===== src/rtl/truth_table_sweeper.sv =====
// Self-sequencing truth-table evaluator: latches a table on start and walks every input combination.
// Optional minterm counter is compiled in when TRUTH_TABLE_SWEEPER_COUNT_EN is defined.
module truth_table_sweeper #(
    parameter int N_IN = 3,
    parameter int HOLD = 1
) (
    input  logic                 clk,
    input  logic                 rst_n,
    input  logic                 start,
    input  logic                 abort,
    input  logic [2**N_IN-1:0]   table_in,
    output logic                 busy,
    output logic                 valid,
    output logic [N_IN-1:0]      in_vec,
    output logic                 f,
    output logic                 done,
    output logic [N_IN:0]        ones_count
);

    localparam int NCOMB = 2**N_IN;
    localparam int HW    = 8;

    typedef enum logic [1:0] {
        IDLE,
        RUN,
        DONE
    } state_t;

    state_t            state_reg;
    state_t            state_next;
    logic [NCOMB-1:0]  table_reg;
    logic [N_IN-1:0]   in_vec_reg;
    logic [HW-1:0]     hold_reg;
    logic              last_hold;
    logic              last_vec;
    logic              accept;

    assign last_hold = (hold_reg == HW'(HOLD - 1));
    assign last_vec  = (in_vec_reg == {N_IN{1'b1}});
    assign accept    = (state_reg == IDLE) && start;

    always_comb begin
        state_next = state_reg;
        case (state_reg)
            IDLE: if (start) state_next = RUN;
            RUN: begin
                // abort takes priority over finishing on the last hold cycle
                if (abort)
                    state_next = IDLE;
                else if (last_hold && last_vec)
                    state_next = DONE;
            end
            DONE:    state_next = IDLE;
            default: state_next = IDLE;
        endcase
    end

    always_ff @(posedge clk or negedge rst_n) begin
        if (!rst_n)
            state_reg <= IDLE;
        else
            state_reg <= state_next;
    end

    always_ff @(posedge clk or negedge rst_n) begin
        if (!rst_n) begin
            table_reg  <= '0;
            in_vec_reg <= '0;
            hold_reg   <= '0;
        end else if (accept) begin
            table_reg  <= table_in;
            in_vec_reg <= '0;
            hold_reg   <= '0;
        end else if (state_reg == RUN && !abort) begin
            if (last_hold) begin
                hold_reg <= '0;
                if (!last_vec)
                    in_vec_reg <= in_vec_reg + N_IN'(1);
            end else begin
                hold_reg <= hold_reg + HW'(1);
            end
        end
    end

    assign busy   = (state_reg == RUN);
    assign valid  = busy && (hold_reg == '0);
    assign done   = (state_reg == DONE);
    assign in_vec = in_vec_reg;
    // f comes only from the latched copy, never from table_in
    assign f      = table_reg[in_vec_reg];

`ifdef TRUTH_TABLE_SWEEPER_COUNT_EN
    logic [N_IN:0] ones_reg;

    always_ff @(posedge clk or negedge rst_n) begin
        if (!rst_n)
            ones_reg <= '0;
        else if (accept)
            ones_reg <= '0;
        else if (valid)
            ones_reg <= ones_reg + (N_IN+1)'(f);
    end

    assign ones_count = ones_reg;
`else
    assign ones_count = '0;
`endif

endmodule

===== config.mk =====
export PLATFORM = sky130hd
export DESIGN_NAME = truth_table_sweeper
export DESIGN_NICKNAME = d
export VERILOG_FILES = /design/src/rtl/truth_table_sweeper.sv
export SDC_FILE = /design/constraint.sdc
export NUM_CORES = 1
export LEC_CHECK = 0
export BUFFER_PORTS_ARGS = -buffer_cell sky130_fd_sc_hd__buf_2
export CAP_MARGIN = 20
export CORE_MARGIN = 2
export CORE_UTILIZATION = 47
export DETAILED_ROUTE_END_ITERATION = 12
export PLACE_DENSITY_LB_ADDON = 0.3
export RECOVER_POWER = 100
export SLEW_MARGIN = 20
export SYNTH_ARGS = -nofsm -noshare
export SYNTH_HDL_FRONTEND = slang
export SYNTH_SLANG_ARGS = --single-unit

===== constraint.sdc =====
create_clock -name clk -period 2 [get_ports clk]
set_input_delay 0.2 -clock clk [delete_from_list [all_inputs] [get_ports clk]]
set_output_delay 0.2 -clock clk [all_outputs]
set_load 0.01 [all_outputs]

## Yosys cells after proc, flatten, opt, wreduce, memory -nomap -nowiden

Index checks and enable logic that the tools add are counted.

- Word-level logic and storage cells: 37
- Output and inout port bits: 11
- Bits of input ports: 12
- Register bits after elaboration: 21

- $add $sub $neg: 2
- Magnitude comparators: 1
- Reduce and logical (&&, ||, !) cells: 11
- Muxes and demuxes: 13
- Equal/unequal tests: 6

Operator list:

| kind | number |
|---|---|
| $mux W8 | 3 |
| $mux W3 | 4 |
| $add A8 B1 Y8 const B | 1 |
| $logic_not A8 Y1 | 1 |
| $mux W2 | 3 |
| $logic_and A1 B1 Y1 | 4 |
| $lt A3 B4 Y1 const B | 1 |
| $pmux W2 S2 | 1 |
| $reduce_bool A2 Y1 | 2 |
| $add A3 B1 Y3 const B | 1 |
| $bmux W1 S3 | 1 |
| $eq A3 B3 Y1 const B | 1 |
| $ne A3 B2 Y1 const B | 1 |
| $reduce_and A3 Y1 | 1 |
| $eq A2 B1 Y1 const B | 1 |
| $eq A2 B2 Y1 const B | 1 |
| $logic_not A2 Y1 | 1 |
| $ne A2 B1 Y1 const B | 1 |
| $ne A2 B2 Y1 const B | 1 |
| $reduce_and A2 Y1 | 1 |
| $logic_not A1 Y1 | 1 |
| $mux W1 | 1 |

## Logic depth before layout (Yosys ltp)

Gate-level depths: netlist of the first run.

- Depth in word-level cells: 5
- Gate-level depth with buffers: 6
- Depth with buffers taken out: 6

## Worst setup path before layout of the first run

Ideal clock, no wire load.

- Path type: reg-to-reg
- From: register hold_reg[0]
- To: register state_reg[0]
- Period minus slack after synthesis: 1.750 ns
- Stages on the path, launching flop included: 7
- Arrival: 1.623 ns
- Path slack: 0.250 ns
- Required time: 1.873 ns
- Path buffers: 0
- Library setup time: 0.127 ns
- Path through: dfrtp_1 > inv_1 > ha_1 > or4b_4 > nor2_1 > a21oi_1 > or2_2

- Word-level cells in the longest chain between the ends: 4

Ends and longest elaborated chain:

| item | RTL line | RTL |
|---|---|---|
| start, declared | 33 | `logic [HW-1:0] hold_reg;` |
| start signal, assigned | 80 | `hold_reg <= hold_reg + HW'(1);` |
| $logic_not A8 Y1 | 38 | `assign last_hold = (hold_reg == HW'(HOLD - 1));` |
| $logic_and A1 B1 Y1 | 50 | `else if (last_hold && last_vec)` |
| $ne A3 B2 Y1 (no line) | - |  |
| $reduce_and A2 Y1 (no line) | - |  |
| end signal, assigned | 62 | `state_reg <= state_next;` |
| end, declared | 29 | `state_t state_reg;` |

Every way passes these cells.
A chain may end at the register's enable or synchronous reset.

## Worst setup path in the final report of the first run

- From: register hold_reg[1]
- To: output valid

- Word-level cells in the longest chain between the ends: 2

Ends and longest elaborated chain:

| item | RTL line | RTL |
|---|---|---|
| $logic_not A8 Y1 | 86 | `assign valid = busy && (hold_reg == '0);` |
| $logic_and A1 B1 Y1 | 86 |  |
| end, declared | 13 | `output logic valid,` |

Every way passes these cells.

==> results of run 1 <==
[layer usage]
metal	global-route usage	up-vias	part of all wire
li1	-	395	-
met1	0.251	407	0.45
met2	0.304	23	0.52
met3	0.0343	0	0.037
met4	0.0342	0	0
met5	0	-	0
[power by group]
group | total, uW | internal, uW | switching (uW)
Clock | 207 | 74.4 | 133
Sequential | 560 | 491 | 69.3
Combinational | 305 | 172 | 133
Total | 1070 | 737 | 335
[what timing repair did]
item                                    CTS  global route
pin swaps                                 1             2
endpoints found under the setup margin    1             3
gates resized for setup                   2             5
buffers inserted                          2             2
hold buffers                              1             0
hold endpoints to repair                 21             0
[cell usage in the layout (no fill, tap or decap), types with 4 or more instances in the layout]
master and count:
nor2_1 6, buf_4 6, mux2_2 11, buf_2 14, conb_1 4, clkbuf_1 4
dfrtp_1 20, o21ai_0 4
[per-stage QoR]
step | hold slack (ns) | TNS (ns) | total power, uW | utilization
final | 0.121 | 0 | 1070 | 0.592
after CTS | 0.111 | 0 | 1090 | 0.581
after global placement | 0.179 | 0 | 853 | 0.554
after floorplan | -0.0956 | 0 | 758 | -
after detailed placement | 0.192 | 0 | 879 | 0.554
after global routing | 0.0946 | -0.0384 | 1150 | 0.592
[cells by family after synthesis]
kind of cell	count (synthesis)	synth area share
buffers and inverters	8	0.0413
AND/OR/NAND/NOR	28	0.155
multiplexers	13	0.151
XOR/XNOR	3	0.0234
AO/OA/AOI/OAI	18	0.113
other	1	0.00335
flip-flops	21	0.469
adder cells (fa/ha/maj)	4	0.0446
[layout make-up]
| cell class | count | share of cell area |
|---|---|---|
| clock buffers | 3 | 0.0170 |
| clock inverters | 1 | 0.00379 |
| inverters | 3 | 0.00852 |
| multi-input cells | 70 | 0.439 |
| flip-flops and latches | 21 | 0.399 |
| well taps | 28 | 0.0265 |
| repair buffers | 25 | 0.106 |
[path summary, 6_finish.rpt]
kind,start,end
max,hold_reg[1]$_DFFE_PN0P_,valid
min,table_in[1],table_reg[1]$_DFFE_PN0P_
max reg2reg,hold_reg[0]$_DFFE_PN0P_,hold_reg[6]$_DFFE_PN0P_
min reg2reg,table_reg[1]$_DFFE_PN0P_,table_reg[1]$_DFFE_PN0P_
max in group asynchronous,rst_n,in_vec[0]$_DFFE_PN0P_
min in group asynchronous,rst_n,state_reg[0]$_DFFE_PN0P_
==> results.txt, run 1 <==
MaxCap Viol Count: 0
Mapped Cells: 96
CTS tree: done
Yosys cell types: 38
Post-synthesis sequential area ratio: 0.469
Pins Over Slew Limit: 0
Layout cells sized above 1: 0.382
Final Worst Setup Slack: 0.0462 ns
1st-iter DRT viols: 16
GR Overflow Total: 0
RSZ-0062 raised after global routing: true
Nets: 140
Ant diodes: 0
Final Cell Area: 1320 sq um
Register bit total from synthesis: 21
Footprint of the multi-input gates: 581 sq um
Highest clock rate: 0.512 GHz
Vias in the first global route: 827
Seq. cell area: 527 sq um
Area Growth Syn to Fin: 17.9%
Layout fillers: 191
Detailed-route wire length: 2.27 mm
All-Layer GR Usage: 0.184
DRC Markers: 0
Main synth FF type: dfrtp_1
Largest net degree at the start of global routing: 22
CTS buffer count: 3
RD Place Congestion: 0.803
Post-route ant nets: 0
Worst Path Max Fanout: 3
Max incr delay on CP: 0.48 ns
Worst hold stages: 2
Synth Cell Area: 1120 sq um
Port Buffers: 18
CP Launch Type: flop
Post-synth top cells: 21 x dfrtp_1, 11 x mux2_2, 7 x nor2_1
WL/cell: 15.0 um
R2r worst-path depth: 7
Clock root cell: clkbuf_4
Core area: 2230 sq um
Worst hold path type: in2reg
Die W: 52.8 um
Mapped Avg Cell Area: 11.7 sq um
Reg clk slew, reported paths: 0.12 ns
Largest area contributor in the netlist: dfrtp_1
First-pass GRT wire length: 3.76 mm
Placed Cells: 142
Warnings, synthesis: 0
VDD IR-drop max: 0.683 mV
Final Hold Viols: 0
Worst Path Arrival: 1.75 ns
CP Buf/Inv Count: 2
DR vias: 825
Placed Area: 1240 sq um
Final worst path period share: 0.977
Final setup fails: 0
P_leak: 0.000621 uW
Top-area cell type share of the netlist area: 0.469
Place WS: 0.0814 ns
Layout Skew: 0.00359 ns
Count leader, synth: dfrtp_1
Die ar.: 2790 sq um
Non-Filler Instances: 151
Pwr/cell area: 812 nW/um^2
Critical path's slowest cell: or4b_4
Area contributors post-synth: dfrtp_1 47%, mux2_2 11%, ha_1 4.5%
Crit path cell chain: inv_2 > ha_4 > or4b_4 > nor2_4 > and2_1 > buf_2
Die span in y: 52.8 um
Vias per Instance: 5.46
Crit path time final: 1.95 ns
Crit Path Class: reg2out
Initial core utilization: 0.502
Critical path depth: 6
Rel. slew slack: 0.255
Initial antenna violation count: 0
Clock Path Buffers: 2
Critical path's top delay family: simple AND/OR/NAND/NOR gates
R2R setup slack: 0.11 ns
Endpoint class of the critical path: output pin
Asr flop ratio synth: 1.00
Post-synth EDFFs: 0
Clk_lat worst skew: 0.30 ns
Row cnt: 17
Required time of the critical path: 1.80 ns
Status: finished clean
Total clock sinks: 21
Worst Tran Pin Value: 1.12 ns
H-tree depth: 1
DP Wirelength: 1.70 mm
Io pins: 23
DRT Pass-1 Iters: 4
Power figures use the tool's default switching activity.
==> inputs of run 2 (changes only) <==
ABC_AREA = 1   (was not set)
==> results.txt, run 2 <==
Rel. slew slack: 0.239 (-0.0162)
Most frequent cells in the layout: 54 x nand2_1, 21 x dfrtp_1, 18 x nor2_1
All-Layer GR Usage: 0.207 (+0.0232)
Worst Path Max Fanout: 7 (+4)
GR Overflow Total: 0 (unchanged)
P_leak: 0.000702 uW (+13%)
Final setup fails: 0 (unchanged)
Vias in the first global route: 977 (+18%)
Layout fillers: 238 (+25%)
CP startpoint: hold_reg[0]$_DFFE_PN0P_
Synth Cell Area: 1210 sq um (+7.7%)
VDD IR-drop max: 0.707 mV (+3.6%)
Die W: 54.7 um (+3.5%)
R2r worst-path depth: 6 (-1)
Crit path cell chain: inv_1 > ha_1 > nand2_1 > nor2_1 > nand2_2 > nor3_1 > buf_2
Post-route ant nets: 0 (unchanged)
Status: finished clean
Reg2reg start: state_reg[1]$_DFFE_PN0P_
Detailed-route wire length: 2.47 mm (+9.0%)
Worst hold stages: 3 (+1)
Area contributors post-synth: dfrtp_1 44%, nand2_1 17%, nor2_1 5.6%
Worst Tran Pin Value: 1.14 ns (+0.0242 ns)
Yosys cell types: 21 (-45%)
Worst hold path type: in2reg
Post-synth EDFFs: 0 (unchanged)
Mapped Cells: 161 (+68%)
Clock Power Share: 0.160 (-0.033)
Layout cells sized above 1: 0.128 (-0.254)
Die span in y: 54.7 um (+3.5%)
Resized Gates After CTS: 0 (-2)
Post-CTS Setup Bufs: 0 (-2)
Initial core utilization: 0.492 (-0.0101)
Initial antenna violation count: 0 (unchanged)
DRC Markers: 0 (unchanged)
Hold WS: 0.0731 ns (-0.0479 ns)
Largest net degree at the start of global routing: 22 (unchanged)
Clk_lat worst skew: 0.31 ns (about the same)
Top-area cell type share of the netlist area: 0.435 (-0.0335)
Max incr delay on CP: 0.44 ns (-0.04 ns)
Io pins: 23 (unchanged)
Clock Path Buffers: 2 (unchanged)
Port Buffers: 18 (unchanged)
CTS buffer count: 3 (unchanged)
CTS tree: done
Endpoint class of the critical path: output pin
Post-synth top cells: 54 x nand2_1, 21 x dfrtp_1, 18 x nor2_1, 12 x inv_1, 9 x nand4_1
Asr flop ratio synth: 1.00 (unchanged)
Final worst path period share: 0.914 (-0.0625)
WL/cell: 11.8 um (-22%)
Core area: 2450 sq um (+9.9%)
DR vias: 1085 (+32%)
MaxCap Viol Count: 0 (unchanged)
Hold Crit Endpoint: table_reg[7]$_DFFE_PN0P_
Highest clock rate: 0.547 GHz (+6.8%)
Final Hold Viols: 0 (unchanged)
Hold path start: table_in[7]
Clock root cell: clkbuf_4
CP Launch Type: flop
RSZ-0062 raised after global routing: false
Nets: 197 (+41%)
DRT Pass-1 Iters: 4 (unchanged)
Row cnt: 18 (+1)
Mapped Avg Cell Area: 7.50 sq um (-36%)
Layout Skew: 0.0146 ns (+0.0110 ns)
Combinational Power Share: 0.375 (+0.091)
P_sw: 546 uW (+63%)
Total clock sinks: 21 (unchanged)
Pwr/cell area: 996 nW/um^2 (+23%)
Internal: 760 uW (+3.1%)
Worst Path Arrival: 1.63 ns (-0.12 ns)
Largest area contributor in the netlist: dfrtp_1
Register bit total from synthesis: 21 (unchanged)
Count leader, synth: nand2_1
Critical path's top delay family: flip-flops
1st-iter DRT viols: 28 (+12)
Vias per Instance: 5.17 (-5.4%)
Required time of the critical path: 1.80 ns (about the same)
Crit Path Class: reg2out
First-pass GRT wire length: 4.35 mm (+16%)
H-tree depth: 1 (unchanged)
CP Buf/Inv Count: 2 (unchanged)
Reg-to-reg endpoint: in_vec[0]$_DFFE_PN0P_
DP Wirelength: 1.79 mm (+5.5%)
Critical path's slowest cell: dfrtp_1
Flop pwr share: 0.464 (-0.058)
RD Place Congestion: 0.797 (-0.86%)
Warnings, synthesis: 0 (unchanged)
Die ar.: 2990 sq um (+7.1%)
Area Growth Syn to Fin: 8.60%
Reg clk slew, reported paths: 0.13 ns (about the same)
Setup TNS: 0 ns (unchanged)
Post-synthesis sequential area ratio: 0.435 (-0.0335)
Sw frac: 0.418 (+0.105)
R2R setup slack: 0.24 ns (+0.13 ns)
Ant diodes: 0 (unchanged)
Main synth FF type: dfrtp_1
Pins Over Slew Limit: 0 (unchanged)
Crit path time final: 1.83 ns (-0.125 ns)
Commonest non-fill, non-tap cell in the layout: nand2_1
## run 2: through the flow
stage	setup WS [ns]	util	total power, uW	cells	cell area [sq um]
5_1_grt	0.00746	0.534	1430	210	1310
3_5_place_dp	0.506	0.525	1120	205	1290
3_3_place_gp	0.547	0.525	1090	205	1290
2_1_floorplan	0.623	-	967	164	1220
4_1_cts	0.139	0.540	1330	210	1330
6_report	0.171	0.534	1310	210	1310
## run 2: routing by layer
metal | wire length, um | track usage
met1 | 1070 | 0.244
met2 | 1280 | 0.363
met3 | 94 | 0.0574
met4 | 17 | 0.0583
met5 | 0 | 0
## run 2: what timing repair did
item,CTS,global route
endpoints found under the hold margin,21,0
endpoints found under the setup margin,0,0
hold buffers,1,0
## run 2: cell families after synthesis
logic type	Yosys count	share of synthesized area
AND/OR/NAND/NOR	96	0.346
buffers and inverters	24	0.104
flip-flops	21	0.435
AO/OA/AOI/OAI	14	0.0632
adder cells (fa/ha/maj)	4	0.0415
XOR/XNOR	1	0.00726
other	1	0.00311
## run 2: worst max-delay path by stage
stage                                 end  slack [ns]  depth (start not counted)
floorplan                           valid        0.62                          6
global placement                    valid        0.55                          7
detailed placement                  valid        0.51                          7
CTS                                 valid        0.14                          7
global route        in_vec[0]$_DFFE_PN0P_       0.007                          6
finish                              valid        0.17                          7
## run 2: worst min-delay path, cell delays in order
cell and delay, ns:
buf_2 0.07, nand2_1 0.04, nand2_1 0.04
## run 2: cell type report
class	instances	area [sq um]	area share
Multi-Input combinational cell	119	563	0.429
Inverter	16	60.1	0.0458
Timing Repair Buffer	20	98.8	0.0754
Sequential cell	21	526	0.401
Clock buffer	4	26.3	0.0200
Tap cell	30	37.5	0.0286
## run 2: power by group through the flow
stage / logic, uW / registers (uW) / clock network (uW)
final: 490 / 606 / 209
after global routing: 569 / 622 / 244
after CTS: 508 / 605 / 218
after detailed placement: 504 / 612 / 0
after global placement: 484 / 609 / 0
after floorplan: 367 / 600 / 0
